[config.mk]
export PLATFORM = sky130hd
export DESIGN_NAME = p405s_dcu_tag_sweep_arb_flat
export DESIGN_NICKNAME = d
export VERILOG_FILES = /design/src/rtl/p405s_dcu_tag_sweep_arb_if.sv /design/src/rtl/p405s_dcu_tag_sweep_arb.sv /design/src/flat_wrapper.sv
export SDC_FILE = /design/constraint.sdc
export NUM_CORES = 1
export LEC_CHECK = 0
export ABC_AREA = 1
export CAP_MARGIN = 20
export CORE_ASPECT_RATIO = 0.6
export CORE_MARGIN = 10
export CORE_UTILIZATION = 25
export DETAILED_ROUTE_END_ITERATION = 12
export GPL_ROUTABILITY_DRIVEN = 0
export PLACE_DENSITY = 0.49
export SLEW_MARGIN = 20
export SYNTH_ARGS = -nofsm -noshare
export SYNTH_HDL_FRONTEND = slang
export SYNTH_SLANG_ARGS = --single-unit
[constraint.sdc]
create_clock -name cclk -period 2.3 [get_ports cclk]
set_input_delay 0.69 -clock cclk [delete_from_list [all_inputs] [get_ports cclk]]
set_output_delay 0.69 -clock cclk [all_outputs]
set_load 0.1 [all_outputs]
[src/rtl/p405s_dcu_tag_sweep_arb_if.sv]
// Bundle of core, flush and tag-SRAM control signals for the DCU tag
// arbiter. The slave modport is the arbiter; the master modport is the
// side that issues core/flush requests and observes the SRAM pins.
interface p405s_dcu_tag_sweep_arb_if;
    logic        core_req;
    logic        core_rd;
    logic [7:0]  core_addr;
    logic [1:0]  core_way_we;
    logic [20:0] core_wdata;
    logic        core_valid;
    logic        core_u0;
    logic        core_ptag;
    logic        core_gnt;
    logic        core_rd_vld;
    logic        flush_req;
    logic        flush_busy;
    logic        flush_done;
    logic        sram_cen;
    logic        sram_readWrite;
    logic [7:0]  sram_addr;
    logic [5:0]  sram_bitWriteA;
    logic [5:0]  sram_bitWriteB;
    logic [20:0] sram_dataIn;
    logic        sram_p_tag;
    logic        sram_newU0Attr;
    logic        sram_newValidA;
    logic        sram_newValidB;

    modport slave (
        input  core_req, core_rd, core_addr, core_way_we, core_wdata,
               core_valid, core_u0, core_ptag, flush_req,
        output core_gnt, core_rd_vld, flush_busy, flush_done,
               sram_cen, sram_readWrite, sram_addr, sram_bitWriteA,
               sram_bitWriteB, sram_dataIn, sram_p_tag, sram_newU0Attr,
               sram_newValidA, sram_newValidB
    );

    modport master (
        output core_req, core_rd, core_addr, core_way_we, core_wdata,
               core_valid, core_u0, core_ptag, flush_req,
        input  core_gnt, core_rd_vld, flush_busy, flush_done,
               sram_cen, sram_readWrite, sram_addr, sram_bitWriteA,
               sram_bitWriteB, sram_dataIn, sram_p_tag, sram_newU0Attr,
               sram_newValidA, sram_newValidB
    );
endinterface

[src/rtl/p405s_dcu_tag_sweep_arb.sv]
// DCU tag SRAM port owner: arbitrates core lookups/fills against a
// whole-array invalidate sweep, registers all SRAM controls and returns a
// read-valid strobe two cycles after a granted read.
module p405s_dcu_tag_sweep_arb #(
    parameter int NUM_SETS    = 256,
    parameter int SWEEP_DEFER = 4
) (
    input  logic                         cclk,
    input  logic                         reset_n,
    p405s_dcu_tag_sweep_arb_if.slave     bus
);
    localparam int PW = $clog2(NUM_SETS);
    localparam int DW = $clog2(SWEEP_DEFER + 1);

    typedef enum logic [1:0] {
        ST_IDLE  = 2'd0,
        ST_SWEEP = 2'd1,
        ST_DONE  = 2'd2
    } state_t;

    state_t        r_state;
    state_t        w_state_next;
    logic [PW-1:0] r_ptr;
    logic [DW-1:0] r_defer;
    logic          w_gnt;
    logic          w_slot;
    logic          w_last_set;

    logic          r_cen;
    logic          r_rw;
    logic [7:0]    r_addr;
    logic [5:0]    r_bwa;
    logic [5:0]    r_bwb;
    logic [20:0]   r_data;
    logic          r_ptag;
    logic          r_u0;
    logic          r_va;
    logic          r_vb;
    logic          r_rd_pend;
    logic          r_rd_vld;

    assign w_last_set = (r_ptr == PW'(NUM_SETS - 1));

    // State register
    always_ff @(posedge cclk or negedge reset_n) begin
        if (!reset_n) r_state <= ST_IDLE;
        else          r_state <= w_state_next;
    end

    // Next state and arbitration: core wins unless it has used up its defer budget
    always_comb begin
        w_state_next = r_state;
        w_gnt        = 1'b0;
        w_slot       = 1'b0;
        case (r_state)
            ST_IDLE: begin
                w_gnt = bus.core_req;
                if (bus.flush_req) w_state_next = ST_SWEEP;
            end
            ST_SWEEP: begin
                w_gnt  = bus.core_req && (r_defer != DW'(SWEEP_DEFER));
                w_slot = !w_gnt;
                if (w_slot && w_last_set) w_state_next = ST_DONE;
            end
            ST_DONE: begin
                w_gnt        = bus.core_req;
                w_state_next = ST_IDLE;
            end
            default: w_state_next = ST_IDLE;
        endcase
    end

    // Sweep pointer and consecutive-core-grant counter
    always_ff @(posedge cclk or negedge reset_n) begin
        if (!reset_n) begin
            r_ptr   <= '0;
            r_defer <= '0;
        end else begin
            if (w_slot) r_ptr <= w_last_set ? '0 : r_ptr + 1'b1;
            if (r_state != ST_SWEEP || w_slot) r_defer <= '0;
            else if (w_gnt)                    r_defer <= r_defer + 1'b1;
        end
    end

    // Registered SRAM controls for the access chosen this cycle
    always_ff @(posedge cclk or negedge reset_n) begin
        if (!reset_n) begin
            r_cen  <= 1'b1;
            r_rw   <= 1'b1;
            r_addr <= '0;
            r_bwa  <= '0;
            r_bwb  <= '0;
            r_data <= '0;
            r_ptag <= 1'b0;
            r_u0   <= 1'b0;
            r_va   <= 1'b0;
            r_vb   <= 1'b0;
        end else if (w_gnt) begin
            r_cen  <= 1'b0;
            r_rw   <= bus.core_rd;
            r_addr <= bus.core_addr;
            if (bus.core_rd) begin
                r_bwa <= '0;
                r_bwb <= '0;
            end else begin
                r_bwa  <= {6{bus.core_way_we[0]}};
                r_bwb  <= {6{bus.core_way_we[1]}};
                r_data <= bus.core_wdata;
                r_ptag <= bus.core_ptag;
                r_u0   <= bus.core_u0;
                r_va   <= bus.core_valid & bus.core_way_we[0];
                r_vb   <= bus.core_valid & bus.core_way_we[1];
            end
        end else if (w_slot) begin
            r_cen  <= 1'b0;
            r_rw   <= 1'b0;
            r_addr <= 8'(r_ptr);
            r_bwa  <= 6'h3F;
            r_bwb  <= 6'h3F;
            r_data <= '0;
            r_ptag <= 1'b0;
            r_u0   <= 1'b0;
            r_va   <= 1'b0;
            r_vb   <= 1'b0;
        end else begin
            r_cen  <= 1'b1;
            r_rw   <= 1'b1;
            r_bwa  <= '0;
            r_bwb  <= '0;
        end
    end

    // Read latency tracking: SRAM access in N+1, data valid to the core in N+2
    always_ff @(posedge cclk or negedge reset_n) begin
        if (!reset_n) begin
            r_rd_pend <= 1'b0;
            r_rd_vld  <= 1'b0;
        end else begin
            r_rd_pend <= w_gnt & bus.core_rd;
            r_rd_vld  <= r_rd_pend;
        end
    end

    assign bus.core_gnt       = w_gnt;
    assign bus.core_rd_vld    = r_rd_vld;
    assign bus.flush_busy     = (r_state != ST_IDLE);
    assign bus.flush_done     = (r_state == ST_DONE);
    assign bus.sram_cen       = r_cen;
    assign bus.sram_readWrite = r_rw;
    assign bus.sram_addr      = r_addr;
    assign bus.sram_bitWriteA = r_bwa;
    assign bus.sram_bitWriteB = r_bwb;
    assign bus.sram_dataIn    = r_data;
    assign bus.sram_p_tag     = r_ptag;
    assign bus.sram_newU0Attr = r_u0;
    assign bus.sram_newValidA = r_va;
    assign bus.sram_newValidB = r_vb;
endmodule

[src/flat_wrapper.sv]
// flat-port wrapper written by rule: the top's interface ports become plain ports
module p405s_dcu_tag_sweep_arb_flat 
#(
    parameter int NUM_SETS    = 256,
    parameter int SWEEP_DEFER = 4
)
  (cclk, reset_n, bus_core_req, bus_core_rd, bus_core_addr, bus_core_way_we, bus_core_wdata, bus_core_valid, bus_core_u0, bus_core_ptag, bus_flush_req, bus_core_gnt, bus_core_rd_vld, bus_flush_busy, bus_flush_done, bus_sram_cen, bus_sram_readWrite, bus_sram_addr, bus_sram_bitWriteA, bus_sram_bitWriteB, bus_sram_dataIn, bus_sram_p_tag, bus_sram_newU0Attr, bus_sram_newValidA, bus_sram_newValidB);
  p405s_dcu_tag_sweep_arb_if bus_i ();
  input  logic cclk;
  input  logic reset_n;
  input wire logic [$bits(bus_i.core_req)-1:0] bus_core_req;
  input wire logic [$bits(bus_i.core_rd)-1:0] bus_core_rd;
  input wire logic [$bits(bus_i.core_addr)-1:0] bus_core_addr;
  input wire logic [$bits(bus_i.core_way_we)-1:0] bus_core_way_we;
  input wire logic [$bits(bus_i.core_wdata)-1:0] bus_core_wdata;
  input wire logic [$bits(bus_i.core_valid)-1:0] bus_core_valid;
  input wire logic [$bits(bus_i.core_u0)-1:0] bus_core_u0;
  input wire logic [$bits(bus_i.core_ptag)-1:0] bus_core_ptag;
  input wire logic [$bits(bus_i.flush_req)-1:0] bus_flush_req;
  output wire logic [$bits(bus_i.core_gnt)-1:0] bus_core_gnt;
  output wire logic [$bits(bus_i.core_rd_vld)-1:0] bus_core_rd_vld;
  output wire logic [$bits(bus_i.flush_busy)-1:0] bus_flush_busy;
  output wire logic [$bits(bus_i.flush_done)-1:0] bus_flush_done;
  output wire logic [$bits(bus_i.sram_cen)-1:0] bus_sram_cen;
  output wire logic [$bits(bus_i.sram_readWrite)-1:0] bus_sram_readWrite;
  output wire logic [$bits(bus_i.sram_addr)-1:0] bus_sram_addr;
  output wire logic [$bits(bus_i.sram_bitWriteA)-1:0] bus_sram_bitWriteA;
  output wire logic [$bits(bus_i.sram_bitWriteB)-1:0] bus_sram_bitWriteB;
  output wire logic [$bits(bus_i.sram_dataIn)-1:0] bus_sram_dataIn;
  output wire logic [$bits(bus_i.sram_p_tag)-1:0] bus_sram_p_tag;
  output wire logic [$bits(bus_i.sram_newU0Attr)-1:0] bus_sram_newU0Attr;
  output wire logic [$bits(bus_i.sram_newValidA)-1:0] bus_sram_newValidA;
  output wire logic [$bits(bus_i.sram_newValidB)-1:0] bus_sram_newValidB;
  assign bus_i.core_req = bus_core_req;
  assign bus_i.core_rd = bus_core_rd;
  assign bus_i.core_addr = bus_core_addr;
  assign bus_i.core_way_we = bus_core_way_we;
  assign bus_i.core_wdata = bus_core_wdata;
  assign bus_i.core_valid = bus_core_valid;
  assign bus_i.core_u0 = bus_core_u0;
  assign bus_i.core_ptag = bus_core_ptag;
  assign bus_i.flush_req = bus_flush_req;
  assign bus_core_gnt = bus_i.core_gnt;
  assign bus_core_rd_vld = bus_i.core_rd_vld;
  assign bus_flush_busy = bus_i.flush_busy;
  assign bus_flush_done = bus_i.flush_done;
  assign bus_sram_cen = bus_i.sram_cen;
  assign bus_sram_readWrite = bus_i.sram_readWrite;
  assign bus_sram_addr = bus_i.sram_addr;
  assign bus_sram_bitWriteA = bus_i.sram_bitWriteA;
  assign bus_sram_bitWriteB = bus_i.sram_bitWriteB;
  assign bus_sram_dataIn = bus_i.sram_dataIn;
  assign bus_sram_p_tag = bus_i.sram_p_tag;
  assign bus_sram_newU0Attr = bus_i.sram_newU0Attr;
  assign bus_sram_newValidA = bus_i.sram_newValidA;
  assign bus_sram_newValidB = bus_i.sram_newValidB;
  p405s_dcu_tag_sweep_arb #(.NUM_SETS(NUM_SETS), .SWEEP_DEFER(SWEEP_DEFER)) u_core (.cclk(cclk), .reset_n(reset_n), .bus(bus_i));
endmodule
==> reports/metrics.cfg, run 1 <==
[clocking]
holdBufCountCts = 0
clockBufferDepth = 2
h-tree-depth = 2
path_clk_slew_ns = 0.06
cts_inserted_buffers = 5
cts_tree = yes
cts-root-buf = clkbuf_16
cts_sinks = 52
cts_setup_buffers = 0
cts_resized = 3
worstSkewPairLatency_ns = 0.29

[floorplan]
start_util_pct = 25.3
pin_count = 90
rows = 28
chipWidth_um = 149
dieArea_um2 = 14400
fp.dieH_um = 97.1
core-area_um2 = 9770

[route]
drtIter0Drc = 175
drc = 0
vias = 2256
antenna_left = 0
dr.pass1.iters = 4
viasPerCell = 4.41
drt-wirelength-per-cell_um = 15.4
wirelength_um = 7890

[setup_path]
start_kind = flop
end_kind = output port
r2r-end = u_core.bus.sram_addr[6]
cp_max_fo = 3
crit_type = reg2out
r2r_start = u_core.r_defer[0]
crit_arrival_ns = 1.50
rrSetupSlack_ns = 0.44
reg2regPathDepth = 10
worstPathRequired_ns = 1.61

[timing]
hold_ws_ns = 0.350
fin_crit_sh_pct = 95.3
slew_headroom_pct = 63.2
finalClockSkew_ns = 0.00879
hold_viol_final = 0
rsz0062_at_grt = no
worst_slew_pin_slew_ns = 0.552
slew_violations = 0
finalWorstSetupSlack_ns = 0.108
min_period_ns = 2.19
max_freq_mhz = 456
setup_violations = 0

[yosys]
syn_nets = 336
syn_area_um2 = 2480
synth_cell_types = 21
synth-edff-count = 0
avgSynthCellArea_um2 = 8.43
yosysSeqAreaShare_pct = 52.6
synthFlopType = dfrtp_1
ys_ff_latch = 52
synth_cells = 294
async_flop_share_pct = 100
ys_warn_count = 0

[grt]
first_global_vias = 2354
grt_start_max_net_pins = 53
antenna_found_initial = 0
grt_usage_pct = 11.0
overflow = 0
grt_pass1_wl_um = 12900

[finish]
fillerInstances = 995
nets = 418
antenna_cells = 0
syn2layout_area_growth_pct = 50.3
multiInputGateArea_um2 = 912
regArea_um2 = 1300
fin_util_pct = 38.1
drive_gt1_share_pct = 22.0

[min_path]
hp-class = reg2reg
whs_path_depth = 0
min_from = u_core.r_rd_pend
min_to = u_core.bus.core_rd_vld

[pwr]
ir_drop_mv = 0.315
p_seq_share_pct = 36.9
intPower_w = 0.00178
cellPowerDensity_nw_per_um2 = 840
p_leak_nw = 1.87
p_sw_w = 0.00135
combPwrFrac_pct = 39.9
p_sw_share_pct = 43.2
clkPwrFrac_pct = 23.3

[place]
port_buffers = 89
place_ws_ns = -0.122
place_hpwl_um = 6030

[run_status]
status = complete, no violations

[run]
maxCapViolCount = 0

==> cells by family after synthesis <==
group | Yosys count | share of synthesized area (%)
adder cells (fa/ha/maj) | 3 | 1.52
AO/OA/AOI/OAI | 9 | 1.97
flip-flops | 52 | 52.6
AND/OR/NAND/NOR | 172 | 31.8
buffers and inverters | 55 | 11.1
XOR/XNOR | 3 | 1.06
==> through the flow <==
stage | std cells | setup TNS, ns | area (um^2) | total power [W]
finish | 512 | 0 | 3720 | 0.00313
global route | 512 | 0 | 3720 | 0.00330
CTS | 512 | 0 | 3720 | 0.00317
detailed placement | 504 | -1.36 | 3580 | 0.00243
global placement | 504 | -0.330 | 3580 | 0.00242
floorplan | 294 | 0 | 2480 | 0.00204
==> power groups by stage <==
stage	Sequential, W	Clock [W]	Combinational [W]
final	0.00115	0.000728	0.00125
after global placement	0.00117	0	0.00125
after detailed placement	0.00117	0	0.00126
after global routing	0.00117	0.000791	0.00134
after CTS	0.00115	0.000752	0.00126
after floorplan	0.00164	0	0.000398
==> layout make-up <==
class,instances,area share (%)
sequential,52,35.0
multi-input combinational,187,24.5
clock inverter,1,0.134
timing repair buffer,103,29.5
tap,135,4.54
clock buffer,7,3.56
inverter,27,2.72
==> sequential cells by signal, summed over array words and instances, names as in the netlist, 2 cells and up <==
| name | cells |
|---|---|
| u_core.r_ptr | 8 |
| u_core.bus.sram_dataIn | 21 |
| u_core.r_state | 2 |
| u_core.bus.sram_addr | 8 |
| u_core.r_defer | 3 |
==> cells in the mapped netlist (2+ instances only) <==
master    number  share of area, %
dfstp_2        2               2.1
clkbuf_1       3              0.45
nand3_1       50                10
nor2_1        11               1.7
ha_1           3               1.5
inv_1         24               3.6
a21oi_1        2              0.40
nand2_2        2              0.50
nand2_1       79                12
buf_2          9               1.8
nand4_1       28               7.1
buf_4         15               4.5
dfrtp_1       50                51
inv_2          3              0.45
o21ai_0        6               1.2
xor2_1         2              0.71
==> worst max-delay path, cell delays in order (launching register included) <==
cell and delay (ns):
dfrtp_1 0.38, inv_1 0.05, ha_1 0.18, nand2_1 0.09, nand2_2 0.08, o21ai_4 0.22, buf_12 0.20
==> worst max-delay path by stage <==
stage | from | to | slack (ns) | cells past startpoint
global placement | bus_core_req | bus_core_gnt | -0.09 | 4
finish | u_core.r_defer[0] | bus_core_gnt | 0.11 | 6
global route | u_core.r_defer[0] | bus_core_gnt | 0.002 | 6
floorplan | u_core.bus.sram_bitWriteA[4] | bus_sram_bitWriteA[1] | 0.22 | 1
detailed placement | bus_core_req | bus_core_gnt | -0.12 | 4
CTS | u_core.r_defer[0] | bus_core_gnt | 0.09 | 6
==> cell usage in the layout, fill, tap and decap left out, drive strengths merged <==
cell,synthesis,final
nand2,81,81
buf,25,66
nand3,50,50
dfrtp,50,50
clkdlybuf4s50,0,36
nand4,28,28
inv,27,27
nor2,12,12
o21ai,7,7
clkbuf,3,7
ha,3,3
a21oi,2,2
xor2,2,2
dfstp,2,2
nor3,1,1
xnor2,1,1
clkinv,0,1
dlygate4sd2,0,1
==> metal layers <==
layer	track usage (%)	share of wire [%]
met5	0	0
met4	2.66	1.0
met3	5.49	11
met1	15.3	49
met2	14.6	39
(Power assumes the default switching activity.)
==> run 2, diff against run 1 <==
SLEW_MARGIN = default   (was 20)
==> results of run 2 <==
Same layout as run 1: the final DEF is identical, and so are final timing and power.
